### config.mk
export PLATFORM = sky130hd
export DESIGN_NAME = stage_wb
export DESIGN_NICKNAME = d
export VERILOG_FILES = /design/src/rtl/wb_pkg.sv /design/src/rtl/wb_scoreboard.sv /design/src/rtl/stage_wb.sv
export SDC_FILE = /design/constraint.sdc
export NUM_CORES = 1
export LEC_CHECK = 0
export CAP_MARGIN = 20
export CORE_ASPECT_RATIO = 1.4
export CORE_MARGIN = 2
export CORE_UTILIZATION = 51
export DETAILED_ROUTE_END_ITERATION = 8
export GPL_ROUTABILITY_DRIVEN = 0
export HOLD_SLACK_MARGIN = 0.15
export PLACE_DENSITY = 0.94
export SETUP_SLACK_MARGIN = 0.02
export SLEW_MARGIN = 20
export SYNTH_ARGS = -nofsm -noshare
export SYNTH_HDL_FRONTEND = slang
export SYNTH_HIERARCHICAL = 1
export SYNTH_SLANG_ARGS = --single-unit
### constraint.sdc
create_clock -name CLK -period 8.1 [get_ports CLK]
set_clock_uncertainty 0.1 [all_clocks]
set_input_delay 1.62 -clock CLK [delete_from_list [all_inputs] [get_ports CLK]]
set_output_delay 1.62 -clock CLK [all_outputs]
set_load 0.01 [all_outputs]
### src/rtl/wb_pkg.sv
// Shared constants for the writeback stage and its register-write scoreboard.
package wb_pkg;

    localparam int unsigned DATA_W      = 32;
    localparam int unsigned REG_AW      = 4;
    localparam int unsigned NUM_REGS    = 16;
    localparam int unsigned CNT_W       = 2;
    localparam int unsigned NUM_TRACKED = 15;

    localparam logic [REG_AW-1:0] PC_REG = 4'd15;

    localparam logic WB_SEL_ALU = 1'b0;
    localparam logic WB_SEL_MEM = 1'b1;

    localparam logic [CNT_W-1:0] CNT_ZERO = '0;
    localparam logic [CNT_W-1:0] CNT_MAX  = '1;

    // R15 belongs to the PC path and never takes part in register writeback.
    function automatic logic is_gpr(input logic [REG_AW-1:0] a);
        return a != PC_REG;
    endfunction

endpackage

### src/rtl/wb_scoreboard.sv
// Per-register pending-write counters; raises an ID stall while a source
// register still has an issued, unretired write.
module wb_scoreboard
    import wb_pkg::*;
(
    input  logic              CLK,
    input  logic              RST,
    input  logic              i_issue,
    input  logic [REG_AW-1:0] i_issue_a,
    input  logic              i_retire,
    input  logic [REG_AW-1:0] i_retire_a,
    input  logic              i_id_valid,
    input  logic [REG_AW-1:0] i_a1,
    input  logic [REG_AW-1:0] i_a2,
    input  logic              i_use_a2,
    output logic              o_stall_c,
    output logic              o_err
);

    logic [CNT_W-1:0]    r_cnt [NUM_TRACKED];
    logic [CNT_W-1:0]    w_cnt_nxt [NUM_TRACKED];
    logic                r_err;
    logic                w_err_set;
    logic [NUM_REGS-1:0] w_busy;

    // Busy map over the full register space; R15 is never busy.
    always_comb begin
        w_busy = '0;
        for (int i = 0; i < NUM_TRACKED; i++) begin
            w_busy[i] = (r_cnt[i] != CNT_ZERO);
        end
    end

    assign o_stall_c = i_id_valid & (w_busy[i_a1] | (i_use_a2 & w_busy[i_a2]));

    // Issue and retire to the same register cancel; otherwise each saturates.
    always_comb begin
        w_err_set = 1'b0;
        for (int i = 0; i < NUM_TRACKED; i++) begin
            w_cnt_nxt[i] = r_cnt[i];
        end
        for (int i = 0; i < NUM_TRACKED; i++) begin
            logic w_inc;
            logic w_dec;
            w_inc = i_issue  & (i_issue_a  == REG_AW'(i));
            w_dec = i_retire & (i_retire_a == REG_AW'(i));
            if (w_inc && !w_dec) begin
                if (r_cnt[i] == CNT_MAX) begin
                    w_err_set = 1'b1;
                end else begin
                    w_cnt_nxt[i] = r_cnt[i] + CNT_W'(1);
                end
            end else if (w_dec && !w_inc) begin
                if (r_cnt[i] == CNT_ZERO) begin
                    w_err_set = 1'b1;
                end else begin
                    w_cnt_nxt[i] = r_cnt[i] - CNT_W'(1);
                end
            end
        end
    end

    always_ff @(posedge CLK) begin
        if (RST) begin
            for (int i = 0; i < NUM_TRACKED; i++) begin
                r_cnt[i] <= CNT_ZERO;
            end
            r_err <= 1'b0;
        end else begin
            for (int i = 0; i < NUM_TRACKED; i++) begin
                r_cnt[i] <= w_cnt_nxt[i];
            end
            r_err <= r_err | w_err_set;
        end
    end

    assign o_err = r_err;

endmodule

### src/rtl/stage_wb.sv
// Writeback stage: MEM/WB pipe register, result mux, R15 write filter and
// the pending-write scoreboard that stalls ID on read-after-write hazards.
module stage_wb
    import wb_pkg::*;
#(
    parameter int unsigned N = DATA_W
) (
    input  logic              CLK,
    input  logic              RST,
    input  logic              mem_valid_i,
    input  logic              RF_WE_i,
    input  logic [REG_AW-1:0] A3_i,
    input  logic [N-1:0]      ALUResult_i,
    input  logic [N-1:0]      ReadData_i,
    input  logic              WBSelect_i,
    input  logic              id_valid_i,
    input  logic              id_we_i,
    input  logic [REG_AW-1:0] id_A3_i,
    input  logic [REG_AW-1:0] A1_i,
    input  logic [REG_AW-1:0] A2_i,
    input  logic              use_A2_i,
    output logic              WE3_o,
    output logic [REG_AW-1:0] A3_o,
    output logic [N-1:0]      WD3_o,
    output logic              stall_id_o,
    output logic              sb_err_o
);

    logic              r_we3;
    logic [REG_AW-1:0] r_a3;
    logic [N-1:0]      r_wd3;
    logic              w_wb_we;
    logic [N-1:0]      w_wb_data;
    logic              w_stall;
    logic              w_issue;

    assign w_wb_we   = mem_valid_i & RF_WE_i & is_gpr(A3_i);
    assign w_wb_data = (WBSelect_i == WB_SEL_MEM) ? ReadData_i : ALUResult_i;

    // MEM/WB pipe register; a reset edge discards any write in flight.
    always_ff @(posedge CLK) begin
        if (RST) begin
            r_we3 <= 1'b0;
            r_a3  <= '0;
            r_wd3 <= '0;
        end else begin
            r_we3 <= w_wb_we;
            r_a3  <= A3_i;
            r_wd3 <= w_wb_data;
        end
    end

    assign w_issue = id_valid_i & id_we_i & ~w_stall & is_gpr(id_A3_i);

    wb_scoreboard u_scoreboard (
        .CLK        (CLK),
        .RST        (RST),
        .i_issue    (w_issue),
        .i_issue_a  (id_A3_i),
        .i_retire   (r_we3),
        .i_retire_a (r_a3),
        .i_id_valid (id_valid_i),
        .i_a1       (A1_i),
        .i_a2       (A2_i),
        .i_use_a2   (use_A2_i),
        .o_stall_c  (w_stall),
        .o_err      (sb_err_o)
    );

    assign WE3_o      = r_we3;
    assign A3_o       = r_a3;
    assign WD3_o      = r_wd3;
    assign stall_id_o = w_stall;

endmodule

* Word-level counts from Yosys, hierarchy flattened
Memories as Yosys holds them, arrays and structs flattened.
Cells that the tools add are included.
** Cells by class
- $add $sub $neg :: 30
- Magnitude comparators :: 2
- Equality and inequality tests :: 45
- Muxes and demuxes :: 143
- Bitwise logic cells :: 55
- Reductions and logical operators :: 92
** Operators by type and width (number)
- $mux 2 :: 75
- $mux 1 :: 65
- $eq 4x4->1 const B :: 14
- $and 1x1->1 :: 37
- $eq 4x3->1 const B :: 8
- $mux 32 :: 1
- $add 2x1->2 const B :: 15
- $eq 2x2->1 const B :: 15
- $logic_and 1x1->1 :: 30
- $logic_not 1->1 :: 30
- $logic_not 2->1 :: 15
- $reduce_bool 2->1 :: 15
- $sub 2x1->2 const B :: 15
- $or 1x1->1 :: 17
- $eq 4x2->1 const B :: 4
- $lt 4x5->1 const B :: 2
- $bmux 1 s4 :: 2
- $eq 4x1->1 const B :: 2
- $logic_not 4->1 :: 2
- $ne 4x4->1 const B :: 2
- $not 1->1 :: 1
** Word-level totals
- Register bits after elaboration :: 38
- Bits in writable memories :: 30
- Input port bits :: 88
- Output and inout bits :: 39
- Memories :: 1
** Memories
- u_scoreboard.r_cnt :: depth 15, width 2, read ports 15, clocked after Yosys merged registers in 0, write ports 15, RTL line wb_scoreboard.sv:20 : logic [CNT_W-1:0] r_cnt [NUM_TRACKED];

* Longest topological paths before layout
Gate-level depths: netlist of run 1.
An unclocked memory read counts as a cell.
- Depth in word-level cells :: 58
- Gate-level depth with buffers :: 17

* Hierarchy
Netlist of run 1, hierarchy kept.
** By module, submodules not included
- wb_scoreboard :: times used 1, cells an instance 383, area an instance 2716.4 µm²
- stage_wb :: times used 1, cells an instance 117, area an instance 1331.3 µm²

* Least setup slack after synthesis of run 1
OpenSTA, ideal clock, no wires.
- Path kind :: input to register
- Start :: input A2_i[1]
- End :: register u_scoreboard.r_err (netlist: u_scoreboard/o_err)
- Setup time :: 128 ps
- Arrival time :: 4330 ps
- Data required time :: 7872 ps
- Slack :: 3542 ps
- Stages on the path :: 13
- Path buffers :: 1
- Path through :: clkbuf_1 > mux4_2 > a32oi_1 > o31ai_2 > and4b_1 > nand2_1 > or3_1 > ha_1 > nor4b_1 > nor4_1 > nand4_1 > nor4_1 > nor2_1
** Between the ends
- Longest elaborated chain between the ends :: 56
** Ends and longest elaborated chain
- start, declared :: RTL line stage_wb.sv:20 : input logic [REG_AW-1:0] A2_i,
- $bmux 1 s4 * :: RTL line wb_scoreboard.sv:34 : assign o_stall_c = i_id_valid & (w_busy[i_a1] | (i_use_a2 & w_busy[i_a2]));
- $mux 1 (implied by the code) * :: RTL line wb_scoreboard.sv:34
- $and 1x1->1 * :: RTL line wb_scoreboard.sv:34
- $or 1x1->1 * :: RTL line wb_scoreboard.sv:34
- $and 1x1->1 * :: RTL line wb_scoreboard.sv:34
- via stall_id_o :: RTL line stage_wb.sv:25 : output logic stall_id_o,
- $not 1->1 * :: RTL line stage_wb.sv:53 : assign w_issue = id_valid_i & id_we_i & ~w_stall & is_gpr(id_A3_i);
- $and 1x1->1 * (2 in a row) :: RTL line stage_wb.sv:53
- via w_issue :: RTL line stage_wb.sv:35 : logic w_issue;
- (+40 left out)
- $mux 1 :: RTL line wb_scoreboard.sv:47 : if (w_inc && !w_dec) begin
- $mux 1 :: RTL line wb_scoreboard.sv:54 : if (r_cnt[i] == CNT_ZERO) begin
- $mux 1 :: RTL line wb_scoreboard.sv:53 : end else if (w_dec && !w_inc) begin
- $mux 1 :: RTL line wb_scoreboard.sv:47
- $mux 1 :: RTL line wb_scoreboard.sv:54
- $mux 1 :: RTL line wb_scoreboard.sv:53
- $mux 1 * :: RTL line wb_scoreboard.sv:47
- $or 1x1->1 * :: RTL line wb_scoreboard.sv:73 : r_err <= r_err | w_err_set;
- end signal, assigned :: RTL line wb_scoreboard.sv:73
- end, declared :: RTL line wb_scoreboard.sv:22 : logic r_err;
The timed path passes the listed nets; every way through them passes the cells marked *. The select of a mux whose other input is x is not followed.
A chain may end at the register's enable or synchronous reset.

* Worst setup path after layout of run 1
- Start :: input A2_i[0]
- End :: output stall_id_o
** Between the ends
- Longest elaborated chain between the ends :: 5
** Ends and longest elaborated chain (RTL line)
- $bmux 1 s4 :: wb_scoreboard.sv:34
- $mux 1 (implied by the code) :: wb_scoreboard.sv:34
- $and 1x1->1 :: wb_scoreboard.sv:34
- $or 1x1->1 :: wb_scoreboard.sv:34
- $and 1x1->1 :: wb_scoreboard.sv:34
- end, declared :: stage_wb.sv:25
Every way passes these cells. The select of a mux whose other input is x is not followed.

==> results of run 1 <==
state kept, by name (all words and copies together), names as in the netlist:
register / flops
WD3_o: 32
u_scoreboard/r_cnt: 30
A3_o: 4
WE3_o: 1
u_scoreboard/o_err: 1
cell usage after synthesis (2+ instances only):
cell type   n
mux4_2      2
and3_1      5
clkbuf_1    5
a21o_1      7
nand4_1     8
o22ai_1     3
a211oi_1    4
buf_12      3
a31oi_1    12
and4b_1     2
nand3_1     8
buf_6       3
o21ai_0    36
nand2b_1    8
a2111oi_0   2
o311ai_0    2
a211o_1     2
mux2i_1    32
nor2b_1    21
ha_1       30
nand2_1    31
nor2_1     75
buf_1       2
buf_2       4
dfxtp_1    68
a21oi_1    32
inv_1      39
nor4b_1    12
nor3_1     22
or3_1       3
a221oi_1    5
nor4_1      2
area by class of cell:
| type | count | area [um2] |
|---|---|---|
| flip-flops and latches | 68 | 1361 |
| clock buffers | 12 | 145.1 |
| inverters | 40 | 150.1 |
| fillers | 619 | 2248 |
| multi-input cells | 374 | 2389 |
| clock inverters | 4 | 72.57 |
| repair buffers | 127 | 1259 |
| well taps | 100 | 125.1 |
cells by family (layout without fill, tap and decap cells):
| kind of cell | count (synthesis) | in the layout | synth area share [%] |
|---|---|---|---|
| multiplexers | 34 | 34 | 9.026 |
| buffers and inverters | 58 | 183 | 7.357 |
| AO/OA/AOI/OAI | 108 | 108 | 15.89 |
| adder cells (fa/ha/maj) | 30 | 30 | 9.274 |
| flip-flops | 68 | 68 | 33.63 |
| AND/OR/NAND/NOR | 202 | 202 | 24.82 |
worst min-delay path: cells and delay by family (launching register included):
family / cells / cell delay, ns
AOI/OAI and AO/OA: 1 / 0.06
DFF: 1 / 0.35
and+or+nand+nor: 1 / 0.08
layer usage:
metal / up-vias / track usage [%] / routed length [um]
li1: 1994 / - / -
met1: 1872 / 26.73 / 4107
met2: 245 / 47.28 / 5491
met3: 56 / 8.046 / 1110
met4: 0 / 20.57 / 799
met5: - / 0 / 0
metrics by stage:
step | std cells | worst slack (ns) | hold slack (ns)
floorplan | 500 | 3.542 | 0.3802
global placement | 709 | 2.682 | 0.3990
detailed placement | 709 | 2.588 | 0.4242
CTS | 725 | 2.578 | 0.4328
global route | 725 | 2.390 | 0.4821
finish | 725 | 2.543 | 0.4316
how the worst max path moves through the flow:
stage / start / to / slack (ns) / cells after the start
after global placement: A2_i[0] / stall_id_o / 2.68 / 7
after detailed placement: A1_i[2] / stall_id_o / 2.59 / 6
after CTS: A1_i[2] / stall_id_o / 2.58 / 6
after floorplan: A2_i[1] / u_scoreboard/o_err / 3.54 / 13
after global routing: A2_i[0] / stall_id_o / 2.39 / 7
final: A2_i[0] / stall_id_o / 2.54 / 7
where the power goes:
part           switching, mW  total [mW]  internal (mW)
clock                  0.127       0.309          0.182
sequential           0.00575       0.352          0.347
combinational         0.0515       0.128         0.0765
==> reports/metrics.yaml, run 1 <==
status: "finished clean"
synth_cell_types: 42
avgSynthCellArea_um2: 8.095
hpwlAfterDp_mm: 8.911
finalSetupTns_ns: 0
post_cts_resized: 0
tritoncts: "yes"
cts.clk_slew.worst_paths_ns: 0.07
grt_pass1_vias: 4067
crit_fanout: 12
crit_path_frequent_cell: "clkdlybuf4s50_1"
port_buffers: 126
rr_startpoint: "u_scoreboard/r_cnt[1][10]"
rrSetupSlack_ns: 4.15
wl_per_cell_um: 15.87
drt_first_pass_iters: 6
clk_latency_ns: 0.34
synth_area_um2: 4048
crit_type: "input port to primary output"
p_leak_nw: 2.323
p_per_area_nw_per_um2: 143.4
fin_crit_sh_pct: 68.61
initial_core_util_pct: 52.23
die_w_um: 79.29
crit_path_max_incr_delay_ns: 0.59
drt_drc_violations_left: 0
wl_mm: 11.51
path_buf_inv: 2
hp-class: "register to register"
placed_cell_area_um2: 5284
vias_per_cell: 5.748
hold_path_depth: 2
power_uw: 788.9
die-area_um2: 8675
async_flop_share_pct: 0
drv_cap: 0
finalSetupViolations: 0
whs_endpoint: "u_scoreboard/r_cnt[1][11]"
ir_drop_mv: 0.1310
ys.warnings.count: 6
final_cell_mix: "124 x clkdlybuf4s50_1, 75 x nor2_1, 68 x dfxtp_1"
start_kind: "input port"
worstPathRequired_ns: 6.38
ys_seq_area_share_pct: 33.63
worst_pin_slew_ns: 0.8937
crit_chain: "clkdlybuf4s50_1, nor3_1, a21oi_1, mux4_2, a32oi_1, o31ai_2, clkdlybuf4s50_1"
ys_seq_elements: 68
ys_top_cells_by_area: "dfxtp_1 34%, ha_1 9.3%, mux2i_1 7.9%"
rr_endpoint: "u_scoreboard/o_err"
synth_fp_nets: 618
cts_sinks: 68
rsz0062_at_grt: "false"
crit_slowest_cell: "clkdlybuf4s50_1"
mostFrequentLayoutCell: "clkdlybuf4s50_1"
drt_iter0_drc: 359
diodes: 0
hold_buffers: 0
die_y_um: 109.4
final-hold-violation-count: 0
finalInstanceArea_um2: 5502
utilization_pct: 70.99
fmax_mhz: 180.0
route.vias.total: 4167
detail-route-antenna-nets: 0
area_growth_pct: 35.92
boundaryPins: 127
antenna_found_initial: 0
synth-edff-count: 0
cp-end-kind: "primary output"
postCtsSetupRepairBufs: 0
cts-root-buf: "clkbuf_8"
gr-total-overflow: 0
clockBufferDepth: 2
row_count: 38
grt_max_degree: 69
synth_top_cell_by_area: "dfxtp_1"
h-tree-depth: 3
drive_above_1_share_pct: 3.840
syn_inst: 500
hold_start: "u_scoreboard/r_cnt[1][10]"
fin_crit_ns: 5.557
ys.flop_type: "dfxtp_1"
grt_pass1_wl_mm: 18.10
yosysTopAreaCellShare_pct: 33.63
nets: 738
track_usage_pct: 27.06
slew_headroom_pct: 40.42
slew_viol_final: 0
path_delay_family: "buffers and inverters"
numCtsBuffers: 9
arrival_ns: 3.84
core_um2: 7750
r2r_cells: 15
No activity file was read; power rests on OpenSTA's default activity.
==> inputs of run 2 (changes only) <==
CORE_UTILIZATION = 47   (was 51)
PLACE_DENSITY = 0.88   (was 0.94)
clock period = 5.15 ns   (was 8.1 ns; I/O delays follow)
==> reports/metrics.yaml, run 2 (synthesis results as in run 1) <==
drv_cap: 0  # unchanged
crit_slowest_cell: "clkdlybuf4s50_1"
cp-end-kind: "register"
boundaryPins: 127  # unchanged
cts_sinks: 68  # unchanged
h-tree-depth: 3  # unchanged
hold_path_depth: 2  # unchanged
track_usage_pct: 26.02  # -1.0 points
gr-total-overflow: 0  # unchanged
route.vias.total: 4172  # +0.12%
final-hold-violation-count: 0  # unchanged
stdcell_count: 730  # +0.69%
slew_viol_final: 0  # unchanged
status: "finished clean"
multi_input_comb_area_um2: 2399  # +0.42%
drt_drc_violations_left: 0  # unchanged
drt_first_pass_iters: 6  # unchanged
tritoncts: "yes"
drt_iter0_drc: 275  # -23%
antenna_found_initial: 0  # unchanged
postCtsSetupRepairBufs: 0  # unchanged
clk_latency_ns: 0.32  # -0.02 ns
hold_buffers: 0  # unchanged
fin_crit_ns: 4.656
finalSetupViolations: 0  # unchanged
drive_above_1_share_pct: 4.160  # +0.32 points
detail-route-antenna-nets: 0  # unchanged
finalSetupTns_ns: 0  # unchanged
fin_crit_sh_pct: 90.41
mostFrequentLayoutCell: "clkdlybuf4s50_1"
ir_drop_mv: 0.1893  # +44%
p_leak_nw: 2.365  # +1.8%
rr_startpoint: "u_scoreboard/r_cnt[1][7]"
placed_cell_area_um2: 5290  # +0.12%
grt_pass1_wl_mm: 18.51  # +2.2%
wl_per_cell_um: 15.82  # -0.31%
dp.cells: 714  # +0.71%
cts.clk_slew.worst_paths_ns: 0.05  # -0.02 ns
hpwlAfterDp_mm: 9.094  # +2.1%
numCtsBuffers: 9  # unchanged
crit_fanout: 12  # unchanged
wl_mm: 11.55  # +0.37%
grt_pass1_vias: 4201  # +3.3%
slew_headroom_pct: 42.10  # +1.7 points
n_fill_cell: 707  # +14%
die-area_um2: 9381  # +8.1%
final_cell_mix: "124 x clkdlybuf4s50_1, 75 x nor2_1, 68 x dfxtp_1"
largest_reg_flops: 32  # unchanged
worst_slack_ns: 0.4938  # -2.049 ns
rsz0062_at_grt: "false"
fmax_mhz: 214.8
port_buffers: 126  # unchanged
seq_area_um2: 1361  # unchanged
crit_type: "input port to register"
initial_core_util_pct: 47.86  # -4.4 points
utilization_pct: 66.27  # -4.7 points
p_per_area_nw_per_um2: 244.1  # +70%
worst_pin_slew_ns: 0.8685  # -0.02522 ns
grt_max_degree: 69  # unchanged
dpl_worst_slack_ns: 0.2262  # -2.362 ns
holdWs_ns: 0.4434  # +0.01184 ns
crit_chain: "clkdlybuf4s50_1, nor3_1, a21oi_1, mux4_2, a32oi_1, o31ai_2, and4b_1, nand2_1, or3_1, inv_1, ha_1, nor4b_1, a31oi_1, nand4_1, nor4_1, nor2_1"
arrival_ns: 4.74  # +0.90 ns
vias_per_cell: 5.715  # -0.57%
worstPathRequired_ns: 5.24  # -1.14 ns
start_kind: "input port"
rr_endpoint: "u_scoreboard/o_err"
diodes: 0  # unchanged
row_count: 40  # +5.3%
finalInstanceArea_um2: 5605  # +1.9%
crit_path_max_incr_delay_ns: 0.60  # about the same
core_um2: 8458  # +9.1%
area_growth_pct: 38.49
r2r_cells: 15  # unchanged
rrSetupSlack_ns: 1.37  # -2.78 ns
die_y_um: 113.8  # +4.0%
nets: 738  # unchanged
hp-class: "register to register"
cts-root-buf: "clkbuf_16"
die_w_um: 82.43  # +4.0%
whs_endpoint: "u_scoreboard/r_cnt[1][11]"
hold_start: "u_scoreboard/r_cnt[1][10]"
power_mw: 1.368  # +73%
clockBufferDepth: 2  # unchanged
-- run 2: worst max path at each step --
stage / from / endpoint / slack [ns]
2_1_floorplan: A2_i[1] / u_scoreboard/o_err / 1.18
3_3_place_gp: A1_i[2] / u_scoreboard/o_err / 0.31
3_5_place_dp: A1_i[2] / u_scoreboard/o_err / 0.23
4_1_cts: A1_i[2] / u_scoreboard/o_err / 0.55
5_1_grt: A1_i[2] / u_scoreboard/o_err / 0.12
6_report: A2_i[0] / u_scoreboard/o_err / 0.49
-- run 2: report_power, final --
part | total (mW) | internal, mW | switching, mW
Sequential | 0.555 | 0.546 | 0.00897
Combinational | 0.200 | 0.120 | 0.0794
Clock | 0.614 | 0.401 | 0.213
-- run 2: what timing repair did --
item / 4_1_cts / 5_1_grt
endpoints found under the hold margin: 0 / 0
resized for setup: 0 / 2
setup endpoints to repair: 0 / 1
-- run 2: cell type report --
cell class                      count  share of cell area (%)
Clock buffer                       13                   4.643
Clock inverter                      3                  0.8036
Inverter                           40                   2.679
Multi-Input combinational cell    374                   42.79
Sequential cell                    68                   24.29
Tap cell                          105                   2.344
Timing Repair Buffer              127                   22.46
-- run 2: per-layer routing --
metal | GRT usage, % | up-vias | share of wire (%) | wire length (um)
met2 | 43.49 | 256 | 49 | 5650
met5 | 0 | - | 0 | 0
met3 | 10.68 | 65 | 10 | 1173
met4 | 18.22 | 0 | 6.6 | 764
met1 | 25.19 | 1856 | 34 | 3962
li1 | - | 1995 | - | -
-- run 2: critical path: cells and delay by family --
| family | cells | cell delay, ns |
|---|---|---|
| and+or+nand+nor | 8 | 1.70 |
| buffers and inverters | 2 | 0.69 |
| AOI/OAI and AO/OA | 4 | 0.62 |
| muxes | 1 | 0.47 |
| adders and majority gates | 1 | 0.24 |
==> inputs of run 3 (changes only) <==
CORE_UTILIZATION = 45   (was 47)
PLACE_DENSITY = 0.85   (was 0.88)
==> reports/metrics.yaml, run 3 (synthesis results as in run 1) <==
status: "finished clean"
hold_path_depth: 2  # unchanged
die_w_um: 84.16  # +2.1%
vias_per_cell: 5.678  # -0.65%
boundaryPins: 127  # unchanged
worst_slack_ns: 0.2983  # -0.1955 ns
cts.clk_slew.worst_paths_ns: 0.05  # about the same
die-area_um2: 9780  # +4.3%
cp-end-kind: "register"
wl_per_cell_um: 15.52  # -1.9%
die_y_um: 116.2  # +2.1%
grtUsageMet3_pct: 8.410  # -2.3 points
finalSetupViolations: 0  # unchanged
largest_reg_flops: 32  # unchanged
mostFrequentLayoutCell: "clkdlybuf4s50_1"
drt_iter0_drc: 260  # -5.5%
fin_crit_ns: 4.852  # +0.1955 ns
path_delay_family: "simple AND/OR/NAND/NOR gates"
rr_startpoint: "u_scoreboard/r_cnt[1][10]"
area_growth_pct: 38.18
dpl_worst_slack_ns: 0.1061  # -0.1201 ns
finalSetupTns_ns: 0  # unchanged
grt_pass1_wl_mm: 18.34  # -0.89%
start_kind: "input port"
use_met2_pct: 43.17  # -0.32 points
stdcell_count: 730  # unchanged
nets: 738  # unchanged
grt_max_degree: 69  # unchanged
route.vias.total: 4145  # -0.65%
clockBufferDepth: 2  # unchanged
ir_drop_mv: 0.1961  # +3.6%
crit_fanout: 12  # unchanged
path_buf_inv: 2  # unchanged
final_cell_mix: "124 x clkdlybuf4s50_1, 75 x nor2_1, 68 x dfxtp_1"
slew_viol_final: 0  # unchanged
numCtsBuffers: 9  # unchanged
diodes: 0  # unchanged
drt_drc_violations_left: 0  # unchanged
postCtsSetupRepairBufs: 0  # unchanged
r2r_cells: 15  # unchanged
cts_sinks: 68  # unchanged
row_count: 40  # unchanged
post_cts_resized: 0  # unchanged
detail-route-antenna-nets: 0  # unchanged
p_per_area_nw_per_um2: 244.5  # +0.17%
initial_core_util_pct: 46.75  # -1.1 points
crit_slowest_cell: "a2111oi_0"
crit_chain: "clkdlybuf4s50_1, nor3_1, a211oi_1, a2111oi_0, o31ai_2, and4b_1, nand2_1, nor2_1, nand2_1, inv_1, ha_1, nor4b_1, nor4_1, nand4_1, nor4_1, nor2_1"
grt_pass1_vias: 4033  # -4.0%
rsz0062_at_grt: "false"
crit_path_max_incr_delay_ns: 0.72  # +0.12 ns
p_leak_nw: 2.363  # about the same
drv_cap: 0  # unchanged
power_mw: 1.368  # about the same
rrSetupSlack_ns: 1.25  # -0.12 ns
hold_buffers: 0  # unchanged
fmax_mhz: 206.1  # -4.0%
slew_headroom_pct: 41.09  # -1.0 points
drt_first_pass_iters: 5  # -1
port_buffers: 126  # unchanged
cts-root-buf: "clkbuf_16"
track_usage_pct: 23.95  # -2.1 points
hold_start: "u_scoreboard/r_cnt[1][10]"
hpwlAfterDp_mm: 8.842  # -2.8%
drive_above_1_share_pct: 4.000  # -0.16 points
rr_endpoint: "u_scoreboard/o_err"
worst_pin_slew_ns: 0.8837  # +0.01523 ns
wl_mm: 11.33  # -1.9%
placed_cell_area_um2: 5290  # unchanged
worstPathRequired_ns: 5.24  # about the same
grt_util_met1_pct: 23.73  # -1.5 points
finalInstanceArea_um2: 5593  # -0.22%
antenna_found_initial: 0  # unchanged
crit_type: "input port to register"
clk_latency_ns: 0.33  # about the same
h-tree-depth: 3  # unchanged
arrival_ns: 4.94  # +0.20 ns
grt-busiest-layer: "met2"
core_um2: 8658  # +2.4%
final-hold-violation-count: 0  # unchanged
tritoncts: "yes"
whs_endpoint: "u_scoreboard/r_cnt[1][11]"
gr-total-overflow: 0  # unchanged
hp-class: "register to register"
fin_crit_sh_pct: 94.21  # +3.8 points
dp.cells: 714  # unchanged
[run 3: changes by cell type in the layout (fill, tap and decap cells not counted)]
cell / change
clkbuf_1: -1
nor3_1: +2
clkbuf_8: -1
clkinv_4: +1
clkinv_2: +1
nor3_2: -2
inv_6: +1
clkinvlp_4: -1
[run 3: worst max-delay path by stage]
stage	to	slack [ns]	cells past startpoint	from
after floorplan	u_scoreboard/o_err	1.18	13	A2_i[1]
after detailed placement	u_scoreboard/o_err	0.11	16	A1_i[2]
final	u_scoreboard/o_err	0.30	16	A1_i[2]
after CTS	u_scoreboard/o_err	0.43	16	A1_i[2]
after global routing	u_scoreboard/o_err	0.15	16	A1_i[2]
after global placement	u_scoreboard/o_err	0.36	16	A1_i[2]
[run 3: per-layer routing]
| layer | routed length [um] | up-vias |
|---|---|---|
| li1 | - | 1999 |
| met3 | 1155 | 49 |
| met5 | 0 | - |
| met4 | 479 | 0 |
| met1 | 4003 | 1864 |
| met2 | 5689 | 233 |
[run 3: final cells by class]
| type | count | area [um2] |
|---|---|---|
| clock buffer | 11 | 242.7 |
| clock inverter | 5 | 60.06 |
| fill | 749 | 3065 |
| inverter | 40 | 150.1 |
| multi-input combinational | 374 | 2389 |
| sequential | 68 | 1361 |
| tap | 105 | 131.4 |
| timing repair buffer | 127 | 1259 |
[run 3: tightest hold or removal path, stage by stage, from the launching register on]
cell and delay (ns):
dfxtp_1 0.35, nand2_1 0.07, a21oi_1 0.06
[run 3: power breakdown]
part / internal (mW) / switching (mW)
Sequential: 0.546 / 0.00810
Combinational: 0.120 / 0.0799
Clock: 0.389 / 0.224
Total: 1.06 / 0.312
[run 3: stage by stage]
stage | hold WS, ns | util, %
3_3_place_gp | 0.4022 | 61.10
6_report | 0.4316 | 64.60
2_1_floorplan | 0.3802 | -
3_5_place_dp | 0.4269 | 61.10
5_1_grt | 0.4834 | 64.60
4_1_cts | 0.4308 | 64.60
